==> src/rtl/uart_mmio_bridge.sv <==
// Load/store MMIO bridge between the CPU datapath and a byte-stream UART.
// Buffers TX/RX bytes in FIFOs and exposes status, data and a cycle counter.
module uart_mmio_bridge #(
   parameter int TX_DEPTH = 8,
   parameter int RX_DEPTH = 8
) (
   input  logic        clk,
   input  logic        rst,
   input  logic        stall,
   input  logic [31:0] addr,
   input  logic        re,
   input  logic        we,
   input  logic [31:0] wdata,
   output logic [31:0] rdata,
   output logic [7:0]  tx_data,
   output logic        tx_valid,
   input  logic        tx_ready,
   input  logic [7:0]  rx_data,
   input  logic        rx_valid,
   output logic        rx_ready
);

   localparam int TAW = $clog2(TX_DEPTH);
   localparam int RAW = $clog2(RX_DEPTH);
   localparam logic [TAW:0] TX_ONE = 1;
   localparam logic [RAW:0] RX_ONE = 1;

   localparam logic [7:0] OFF_TXS = 8'h00;
   localparam logic [7:0] OFF_RXS = 8'h04;
   localparam logic [7:0] OFF_TXD = 8'h08;
   localparam logic [7:0] OFF_RXD = 8'h0C;
   localparam logic [7:0] OFF_CNT = 8'h10;

   logic       sel;
   logic [7:0] off;
   logic       re_eff;
   logic       we_eff;
   logic       rd;
   logic       hit_txs;
   logic       hit_rxs;
   logic       hit_txd;
   logic       hit_rxd;
   logic       hit_cnt;
   logic       unused;

   assign sel    = (addr[31:28] == 4'h8) && (addr[1:0] == 2'b00);
   assign off    = addr[7:0];
   assign re_eff = re & ~stall & sel;
   assign we_eff = we & ~stall & sel;
   assign rd     = re_eff & ~we_eff;
   assign unused = ^{addr[27:8], wdata[31:8]};

   assign hit_txs = (off == OFF_TXS);
   assign hit_rxs = (off == OFF_RXS);
   assign hit_txd = (off == OFF_TXD);
   assign hit_rxd = (off == OFF_RXD);
   assign hit_cnt = (off == OFF_CNT);

   logic [7:0]   tx_mem [TX_DEPTH];
   logic [TAW:0] tx_wp;
   logic [TAW:0] tx_rp;
   logic         tx_empty;
   logic         tx_full;
   logic         tx_wr;
   logic         tx_push;
   logic         tx_pop;
   logic         tx_ovf;
   logic         ovf_set;
   logic         ovf_clr;

   assign tx_empty = (tx_wp == tx_rp);
   assign tx_full  = (tx_wp[TAW] != tx_rp[TAW]) &&
                     (tx_wp[TAW-1:0] == tx_rp[TAW-1:0]);
   assign tx_wr    = we_eff & hit_txd;
   assign tx_push  = tx_wr & ~tx_full;
   assign ovf_set  = tx_wr & tx_full;
   assign ovf_clr  = rd & hit_txs;
   assign tx_pop   = ~tx_empty & tx_ready;
   assign tx_valid = ~tx_empty;
   assign tx_data  = tx_empty ? 8'h00 : tx_mem[tx_rp[TAW-1:0]];

   always_ff @(posedge clk) begin
      if (tx_push) tx_mem[tx_wp[TAW-1:0]] <= wdata[7:0];
   end

   always_ff @(posedge clk or negedge rst) begin
      if (!rst) begin
         tx_wp  <= '0;
         tx_rp  <= '0;
         tx_ovf <= 1'b0;
      end else begin
         if (tx_push) tx_wp <= tx_wp + TX_ONE;
         if (tx_pop)  tx_rp <= tx_rp + TX_ONE;
         // a dropped push must stay visible even if the clearing read lands now
         if (ovf_set)      tx_ovf <= 1'b1;
         else if (ovf_clr) tx_ovf <= 1'b0;
      end
   end

   logic [7:0]   rx_mem [RX_DEPTH];
   logic [RAW:0] rx_wp;
   logic [RAW:0] rx_rp;
   logic         rx_empty;
   logic         rx_full;
   logic         rx_push;
   logic         rx_pop;
   logic [7:0]   rx_head;

   assign rx_empty = (rx_wp == rx_rp);
   assign rx_full  = (rx_wp[RAW] != rx_rp[RAW]) &&
                     (rx_wp[RAW-1:0] == rx_rp[RAW-1:0]);
   assign rx_ready = ~rx_full;
   assign rx_push  = rx_valid & ~rx_full;
   assign rx_pop   = rd & hit_rxd & ~rx_empty;
   assign rx_head  = rx_empty ? 8'h00 : rx_mem[rx_rp[RAW-1:0]];

   always_ff @(posedge clk) begin
      if (rx_push) rx_mem[rx_wp[RAW-1:0]] <= rx_data;
   end

   always_ff @(posedge clk or negedge rst) begin
      if (!rst) begin
         rx_wp <= '0;
         rx_rp <= '0;
      end else begin
         if (rx_push) rx_wp <= rx_wp + RX_ONE;
         if (rx_pop)  rx_rp <= rx_rp + RX_ONE;
      end
   end

   logic [31:0] cnt;
   logic [31:0] cnt_nxt;

   assign cnt_nxt = cnt + 32'd1;

   always_ff @(posedge clk or negedge rst) begin
      if (!rst)                  cnt <= '0;
      else if (we_eff & hit_cnt) cnt <= '0;
      else                       cnt <= cnt_nxt;
   end

   logic [31:0] rd_val;

   always_comb begin
      rd_val = '0;
      unique case (1'b1)
         hit_txs: rd_val = {30'b0, tx_ovf, ~tx_full};
         hit_rxs: rd_val = {31'b0, ~rx_empty};
         hit_rxd: rd_val = {24'b0, rx_head};
         hit_cnt: rd_val = cnt;
         default: rd_val = '0;
      endcase
   end

   always_ff @(posedge clk or negedge rst) begin
      if (!rst)        rdata <= '0;
      else if (re_eff) rdata <= rd ? rd_val : 32'h0;
   end

endmodule
==> config.mk <==
export PLATFORM = sky130hd
export DESIGN_NAME = uart_mmio_bridge
export DESIGN_NICKNAME = d
export VERILOG_FILES = /design/src/rtl/uart_mmio_bridge.sv
export SDC_FILE = /design/constraint.sdc
export NUM_CORES = 1
export LEC_CHECK = 0
export CORE_MARGIN = 3
export CORE_UTILIZATION = 49
export DETAILED_ROUTE_END_ITERATION = 8
export GPL_TIMING_DRIVEN = 1
export HOLD_SLACK_MARGIN = 0.1
export PLACE_DENSITY = 0.73
export SYNTH_ARGS = -nofsm -noshare
export SYNTH_HDL_FRONTEND = slang
export SYNTH_SLANG_ARGS = --single-unit
==> constraint.sdc <==
create_clock -name clk -period 3.7 [get_ports clk]
set_input_delay 0.555 -clock clk [delete_from_list [all_inputs] [get_ports clk]]
set_output_delay 0.555 -clock clk [all_outputs]
set_load 0.05 [all_outputs]
==> results of run 1 <==
-- flip-flops by register name (all words and copies together) (netlist names) --
register / cells
tx_wp: 4
tx_mem: 64
rdata: 32
tx_ovf: 1
tx_rp: 4
rx_rp: 4
rx_mem: 64
rx_wp: 4
cnt: 32
-- metrics by stage --
step / area, um2 / power [mW]
after global placement: 9940 / 4.09
after global routing: 10700 / 6.46
after CTS: 10700 / 6.27
after floorplan: 8850 / 3.69
after detailed placement: 9940 / 4.15
final: 10700 / 6.19
-- cell families (layout without fill, tap and decap cells) --
family | count (synthesis) | after routing
flops | 209 | 209
mux | 54 | 54
simple gates | 239 | 239
buf+inv | 41 | 153
fa+ha+maj | 5 | 5
compound gates | 24 | 24
xor+xnor | 48 | 48
-- placed cells by master, fill, tap and decap left out, drive strengths merged, types with 2 or more instances in the layout --
cell type,n
nand2b,6
mux4,32
and4,4
nor3b,2
o21ai,11
clkbuf,36
nor4,10
dfrtp,81
clkdlybuf4s50,71
inv,11
edfxtp,128
clkinv,4
ha,5
or2,4
mux2,6
or3,3
nor2,55
nand4,12
nor4b,5
mux2i,16
xnor2,38
nand3,16
a22oi,6
nor3,17
nor2b,2
and3,2
nand2,97
a21oi,2
buf,31
xor2,10
or4,3
-- Yosys cell counts (3+ instances only) --
master	n	area, um2
sky130_fd_sc_hd__or2_2	4	25.0
sky130_fd_sc_hd__nor4b_1	3	26.3
sky130_fd_sc_hd__edfxtp_1	128	3840
sky130_fd_sc_hd__buf_1	4	15.0
sky130_fd_sc_hd__nand2_1	96	360
sky130_fd_sc_hd__mux2_2	5	56.3
sky130_fd_sc_hd__xor2_1	10	87.6
sky130_fd_sc_hd__clkbuf_1	16	60.1
sky130_fd_sc_hd__mux2i_1	16	160
sky130_fd_sc_hd__o21ai_0	10	50.1
sky130_fd_sc_hd__and4_1	3	26.3
sky130_fd_sc_hd__nor2_2	3	18.8
sky130_fd_sc_hd__ha_1	5	62.6
sky130_fd_sc_hd__a22oi_1	6	45.0
sky130_fd_sc_hd__nor2_1	52	195
sky130_fd_sc_hd__dfrtp_1	81	2030
sky130_fd_sc_hd__inv_1	11	41.3
sky130_fd_sc_hd__nand3_1	16	80.1
sky130_fd_sc_hd__xnor2_1	38	333
sky130_fd_sc_hd__mux4_2	32	721
sky130_fd_sc_hd__nor4_1	6	37.5
sky130_fd_sc_hd__nand4_1	12	75.1
sky130_fd_sc_hd__buf_2	8	40.0
sky130_fd_sc_hd__nor3_1	15	75.1
sky130_fd_sc_hd__nand2b_1	6	37.5
-- power by group through the flow --
| stage | registers [mW] | logic (mW) | clock network (mW) |
|---|---|---|---|
| floorplan | 2.76 | 0.924 | 0 |
| finish | 2.75 | 1.33 | 2.10 |
| global route | 2.76 | 1.43 | 2.27 |
| global placement | 2.78 | 1.31 | 0 |
| CTS | 2.75 | 1.36 | 2.16 |
| detailed placement | 2.79 | 1.35 | 0 |
-- metal layers --
metal	up-vias	GRT usage	share of wire
li1	2454	-	-
met1	2659	0.250	0.44
met2	141	0.297	0.49
met3	28	0.0324	0.057
met4	2	0.0444	0.017
met5	-	0	0.00092
-- how the worst min path moves through the flow --
stage	cells after the start	start	end
global placement	2	rdata[11]	rdata[11]
floorplan	0	rst	cnt[0]
detailed placement	2	rdata[14]	rdata[14]
CTS	1	rst	rdata[2]
finish	1	rst	cnt[13]
global route	1	rst	rdata[0]
-- cell type report --
cell class              instances  area (um2)  share of cell area
multi-input cells             370        2800               0.263
repair buffers                102         943              0.0885
flip-flops and latches        209        5870               0.551
clock buffers                  36         686              0.0644
well taps                     225         282              0.0264
clock inverters                 4        30.0             0.00282
inverters                      11        41.3             0.00388
==> flow_summary.rst, run 1 <==
.. list-table::
   :header-rows: 1

   * - Metric
     - Value
   * - CTS Buf Count
     - 22
   * - Highest net fanout along the worst path
     - 20
   * - Crit path launch type
     - register
   * - Slew of the pin with the lowest slew margin
     - 0.996 ns
   * - Post-CTS setup buffer count
     - 0
   * - Number of placed instances with taps included
     - 917
   * - Number of global-route vias before repair
     - 5359
   * - Post-DP HPWL
     - 11500 um
   * - Detailed-router iteration count before antenna repair
     - 4
   * - Post-cts sizing count
     - 0
   * - Routed vias
     - roughly 5300
   * - Number of antenna violations at the first check in global routing
     - 1
   * - Post-route antenna net violation count
     - 0
   * - Part of the Yosys area used for sequential elements
     - 0.663
   * - Required time of the critical path
     - approximately 3.1 ns
   * - Hold Path Class
     - input port to async pin
   * - Slowest cell on the critical path
     - sky130_fd_sc_hd__clkdlybuf4s50_1
   * - Final net count
     - 800
   * - Tightest slew margin relative to the limit
     - 0.336
   * - Final Max Tran Viols
     - 0
   * - Period Utilization, post-route
     - 0.864
   * - Stages on the worst setup path
     - 5
   * - Filler instances
     - 1285
   * - Yosys cell types
     - 53
   * - NetSw
     - approximately 1.7 mW
   * - Worst setup path class
     - register to output pin
   * - Post-DR wirelength/cell
     - 18.1 um
   * - Arr. time, crit path
     - 2.64 ns
   * - Number of violations reported at the end of detailed-routing iteration 0
     - 399
   * - Final core utilization
     - 0.610
   * - Worst reg2reg path startpoint
     - tx_rp[0]
   * - Layout area overhead
     - 20.4%
   * - Clock latency on the worst-skew pair
     - just over 0.5 ns
   * - Clock-pin slew of the registers on the worst-case setup and hold paths
     - ~0.060 ns
   * - Final setup vio count
     - 0
   * - RSZ-0062 raised after global routing
     - false
   * - Combinational power share
     - 0.216
   * - Chip height
     - 140 um
   * - Clock Power Share
     - 0.340
   * - Worst voltage drop across the vdd grid
     - 424 uV
   * - Maximum clock frequency
     - 313 MHz
   * - Destination of the critical timing path
     - tx_data[4]
   * - Internal
     - 4.46 mW
   * - Count of buffer and inverter cells on the critical path
     - 2
   * - CP Capture Type
     - output pin
   * - Vias per std cell
     - ~5.5
   * - DRT Wirelength
     - about 17000 um
   * - Warning count from the yosys run
     - 0
   * - Clock Tree Root
     - sky130_fd_sc_hd__clkbuf_16
   * - Total number of H-tree levels
     - 1
   * - Setup TNS Final
     - 0 ns
   * - Post-synthesis mux area share
     - 0.108
   * - Critical Path Start
     - tx_rp[0]
   * - Skew final
     - 0.0184 ns
   * - Core Region
     - 17500 um2
   * - Fraction of layout instances using a drive strength above 1
     - 0.169
   * - Pwr per Cell Area
     - roughly 580 nW/um2
   * - Worst setup slack after placement
     - approximately 0.53 ns
   * - R2r worst-path depth
     - 6
   * - Mean post-synth cell area
     - 14.3 um2
   * - Area fraction in compound gates after synthesis
     - 0.0171
   * - Cells after synthesis
     - 620
   * - Post-synth ARST share
     - 0.388
   * - Worst path setup slack after routing
     - 0.503 ns
   * - Netlist area before placement
     - approximately 8800 um2
   * - Worst hold slack after final layout
     - 0.215 ns
   * - Remaining design rule violation count
     - 0
   * - Combinational family with the most area after synthesis
     - simple AND/OR/NAND/NOR gates
   * - Max capacitance violation total
     - 0
   * - Largest stage delay on the critical path
     - around 0.70 ns
   * - Time the worst path needs with I/O delays and setup
     - 3.20 ns
   * - Number of synthesized flops with an enable pin
     - 128
   * - Top_reg_cell synth
     - sky130_fd_sc_hd__edfxtp_1
   * - Sequence of cells on the critical path
     - buf_4 > mux4_2 > mux2i_1 > nor2_1 > clkdlybuf4s50_1
   * - Largest net degree at the start of global routing
     - 82
   * - Initial core utilization
     - 0.506
   * - Adder-cell share of the synthesized area
     - 0.00707
   * - Top cell family by delay on the critical path
     - buffers and inverters
   * - Total of buffers placed on input and output ports
     - 76
   * - Number of standard cells in the layout, taps in and fillers out
     - 957
   * - Synthesized flop and latch total
     - 209
   * - Clock tree from TritonCTS
     - yes
   * - Die width
     - approximately 140 um
   * - Final Hold Vio Count
     - 0
   * - Synthesized Nets
     - ~700
   * - First-pass GRT wire length
     - 28400 um
   * - I/O pin count
     - about 120
   * - Congestion Overflow GR
     - 0
   * - Capturing point of the worst reg2reg path
     - tx_mem[7][3]
   * - Number of buffers inserted by hold repair at cts
     - 0
   * - # rows
     - between 40 and 50
   * - Number of buffers on the longest clock path
     - 3
   * - CTS sink count
     - 209
   * - Worst reg-to-reg setup slack
     - between 1 and 1.5 ns
   * - GP Congestion
     - 0.796
   * - Outcome
     - finished, final reports clean
   * - Total track usage
     - 0.180
   * - Switching part of the total
     - 0.279
   * - Die area
     - 19700 um2
   * - Simple-gate area share of the yosys netlist
     - 0.137
   * - XOR/XNOR Fraction of Synth Area
     - 0.0475
   * - Static leakage
     - around 4.0 nW
   * - Sequential group share of total power
     - 0.444
   * - Antenna diode count
     - 0
Note: power is estimated with default switching activity, not from simulation.
==> inputs of run 2 (changes only) <==
--- a/config.mk
+++ b/config.mk
@@ -5,6 +5,7 @@
 export SDC_FILE = /design/constraint.sdc
 export NUM_CORES = 1
 export LEC_CHECK = 0
+export CORE_ASPECT_RATIO = 0.5
 export CORE_MARGIN = 3
 export CORE_UTILIZATION = 49
 export DETAILED_ROUTE_END_ITERATION = 8
==> run 2 against run 1 <==
Compared with the run above:
- non-clock buffer count unchanged
- routed wire length shrank 2.6%
- core utilization is 0.77 points lower
- worst setup slack got worse by 0.0041 ns
- highest routed layer is now met4
==> flow_summary.rst, run 2 (synthesis results as in run 1) <==
.. list-table::
   :header-rows: 1

   * - Metric
     - Value
   * - Total of buffers placed on input and output ports
     - 76 (unchanged)
   * - Largest net degree at the start of global routing
     - 82 (unchanged)
   * - Worst voltage drop across the vdd grid
     - 609 uV (+44%)
   * - Post-route antenna net violation count
     - 0 (unchanged)
   * - Hold Path Class
     - input port to async pin
   * - Tot Pwr
     - 5.98 mW (-3.3%)
   * - Capturing point of the worst reg2reg path
     - tx_mem[2][2]
   * - Post-cts sizing count
     - 0 (unchanged)
   * - Routed vias
     - 5083 (-3.8%)
   * - Static leakage
     - 3.94 nW (-1.7%)
   * - Number of buffers inserted by hold repair at cts
     - 0 (unchanged)
   * - Number of global-route vias before repair
     - 5188 (-3.2%)
   * - Switching part of the total
     - 0.284 (+0.00481)
   * - Fraction of layout instances using a drive strength above 1
     - 0.161 (-0.00802)
   * - Final net count
     - 797 (-0.38%)
   * - Die area
     - 19800 um2 (+0.49%)
   * - Clock tree from TritonCTS
     - yes
   * - RSZ-0062 raised after global routing
     - false
   * - Setup TNS Final
     - 0 ns (unchanged)
   * - First-pass GRT wire length
     - 27800 um (-2.3%)
   * - Pwr per Cell Area
     - 567 nW/um2 (-2.3%)
   * - Required time of the critical path
     - 3.14 ns (about the same)
   * - Max capacitance violation total
     - 0 (unchanged)
   * - Vias per std cell
     - 5.30 (-4.0%)
   * - Skew final
     - 0.0131 ns (-0.00524 ns)
   * - Number of antenna violations at the first check in global routing
     - 0 (-1)
   * - Number of buffers on the longest clock path
     - 3 (unchanged)
   * - Most frequent cells in the layout
     - sky130_fd_sc_hd__edfxtp_1, sky130_fd_sc_hd__nand2_1, sky130_fd_sc_hd__dfrtp_1, sky130_fd_sc_hd__clkdlybuf4s50_1, sky130_fd_sc_hd__nor2_1
   * - Die width
     - 196 um (+40%)
   * - R2r worst-path depth
     - 7 (+1)
   * - Clock latency on the worst-skew pair
     - 0.49 ns (-0.02 ns)
   * - CTS sink count
     - 209 (unchanged)
   * - Worst reg-to-reg setup slack
     - 1.18 ns (-0.14 ns)
   * - Filler instances
     - 1359 (+5.8%)
   * - # rows
     - 34 (-29%)
   * - Number of placed instances with taps included
     - 926 (+0.98%)
   * - Time the worst path needs with I/O delays and setup
     - 3.20 ns (+0.00407 ns)
   * - Internal
     - 4.28 mW (-3.9%)
   * - Post-DP HPWL
     - 11300 um (-1.7%)
   * - Highest net fanout along the worst path
     - 20 (unchanged)
   * - Crit path launch type
     - register
   * - Number of standard cells in the layout, taps in and fillers out
     - 959 (+0.21%)
   * - Number of violations reported at the end of detailed-routing iteration 0
     - 338 (-15%)
   * - Detailed-router iteration count before antenna repair
     - 4 (unchanged)
   * - I/O pin count
     - 121 (unchanged)
   * - Period Utilization, post-route
     - 0.865 (+0.00110)
   * - Combinational power share
     - 0.221 (+0.005)
   * - NetSw
     - 1.70 mW (-1.6%)
   * - Worst setup path class
     - register to output pin
   * - Outcome
     - finished, final reports clean
   * - Clock-pin slew of the registers on the worst-case setup and hold paths
     - 0.06 ns (about the same)
   * - Sequential group share of total power
     - 0.459 (+0.015)
   * - DRT Wirelength
     - 16900 um (-2.6%)
   * - Total track usage
     - 0.177 (-0.00222)
   * - Final Max Tran Viols
     - 0 (unchanged)
   * - Worst reg2reg path startpoint
     - tx_rp[0]
   * - Slew of the pin with the lowest slew margin
     - 1.01 ns (+0.0141 ns)
   * - Layout area overhead
     - 19.2%
   * - Largest stage delay on the critical path
     - 0.69 ns (about the same)
   * - CP Capture Type
     - output pin
   * - Post-route cell area
     - 10500 um2 (-0.99%)
   * - Tightest slew margin relative to the limit
     - 0.327 (-0.00937)
   * - Arr. time, crit path
     - 2.65 ns (about the same)
   * - Total number of H-tree levels
     - 1 (unchanged)
   * - Clock Tree Root
     - sky130_fd_sc_hd__clkbuf_16
   * - Antenna diode count
     - 0 (unchanged)
   * - Maximum clock frequency
     - 312 MHz (-0.13%)
   * - Initial core utilization
     - 0.505 (-0.00145)
   * - Final setup vio count
     - 0 (unchanged)
   * - Congestion Overflow GR
     - 0 (unchanged)
   * - Clock Power Share
     - 0.320 (-0.020)
   * - Final Hold Vio Count
     - 0 (unchanged)
   * - GP Congestion
     - 0.801 (+0.54%)
   * - Chip height
     - 101 um (-28%)
   * - Remaining design rule violation count
     - 0 (unchanged)
   * - Post-detailed-placement cell area
     - 9960 um2 (+0.19%)
   * - Post-DR wirelength/cell
     - 17.6 um (-2.8%)
   * - Slowest cell on the critical path
     - sky130_fd_sc_hd__clkdlybuf4s50_1
   * - Post-CTS setup buffer count
     - 0 (unchanged)
   * - Sequence of cells on the critical path
     - buf_4 > mux4_2 > mux2i_1 > nor2_1 > clkdlybuf4s50_1
   * - CTS Buf Count
     - 19 (-14%)
   * - Most common library cell in the layout ignoring fill and taps
     - sky130_fd_sc_hd__edfxtp_1
   * - Core Region
     - 17500 um2 (+0.29%)
## run 2: cell count changes in the layout (fill, tap and decap cells not counted)
| cell | before | now |
|---|---|---|
| sky130_fd_sc_hd__inv_6 | 0 | 1 |
| sky130_fd_sc_hd__clkinvlp_2 | 0 | 2 |
| sky130_fd_sc_hd__buf_4 | 31 | 28 |
| sky130_fd_sc_hd__clkinv_1 | 1 | 2 |
| sky130_fd_sc_hd__clkbuf_16 | 24 | 19 |
| sky130_fd_sc_hd__bufinv_16 | 0 | 2 |
| sky130_fd_sc_hd__clkbuf_8 | 4 | 0 |
| sky130_fd_sc_hd__clkinv_8 | 1 | 0 |
| sky130_fd_sc_hd__clkbuf_1 | 8 | 4 |
| sky130_fd_sc_hd__clkdlybuf4s50_1 | 71 | 74 |
| sky130_fd_sc_hd__clkinv_2 | 2 | 3 |
## run 2: metrics by stage
stage          utilization  hold WS [ns]  setup WS, ns
2_1_floorplan            -         0.259         0.944
3_3_place_gp         0.568         0.453         0.467
3_5_place_dp         0.568         0.455         0.417
4_1_cts              0.602         0.280         0.443
5_1_grt              0.602         0.313         0.340
6_report             0.602         0.231         0.499
## run 2: how the worst max path moves through the flow
stage                         from  slack (ns)           end  depth (start not counted)
final                     tx_rp[0]        0.50    tx_data[2]                          5
after detailed placement   addr[1]        0.42  tx_mem[2][2]                          7
after global placement     addr[1]        0.47  tx_mem[2][2]                          7
after floorplan            addr[1]        0.94  tx_mem[0][0]                          6
after CTS                 tx_rp[0]        0.44    tx_data[2]                          5
after global routing      tx_rp[0]        0.34    tx_data[1]                          6
## run 2: final cells by class
type,count,area [um2],area share
well taps,234,293,0.0278
clock buffers,23,490,0.0465
repair buffers,102,951,0.0901
clock inverters,10,101,0.00961
multi-input cells,370,2800,0.266
flip-flops and latches,209,5870,0.557
inverters,11,41.3,0.00391
## run 2: metal layers
| metal | up-vias | track usage | wire [um] |
|---|---|---|---|
| li1 | 2443 | - | - |
| met1 | 2518 | 0.248 | 7680 |
| met2 | 100 | 0.297 | 8090 |
| met3 | 22 | 0.0337 | 792 |
| met4 | 0 | 0.0372 | 295 |
| met5 | - | 0 | 0 |
## run 2: power groups by stage
stage | clock network (mW) | logic, mW | registers [mW]
after detailed placement | 0 | 1.34 | 2.80
final | 1.91 | 1.32 | 2.75
after floorplan | 0 | 0.924 | 2.76
after global placement | 0 | 1.31 | 2.78
after CTS | 1.97 | 1.34 | 2.75
after global routing | 2.06 | 1.43 | 2.77
## run 2: worst max-delay path, delay by kind of cell, from the launching register on
family | cells | cell delay (ns)
buf+inv | 2 | 1.03
simple gates | 1 | 0.05
mux | 2 | 0.73
flops | 1 | 0.32
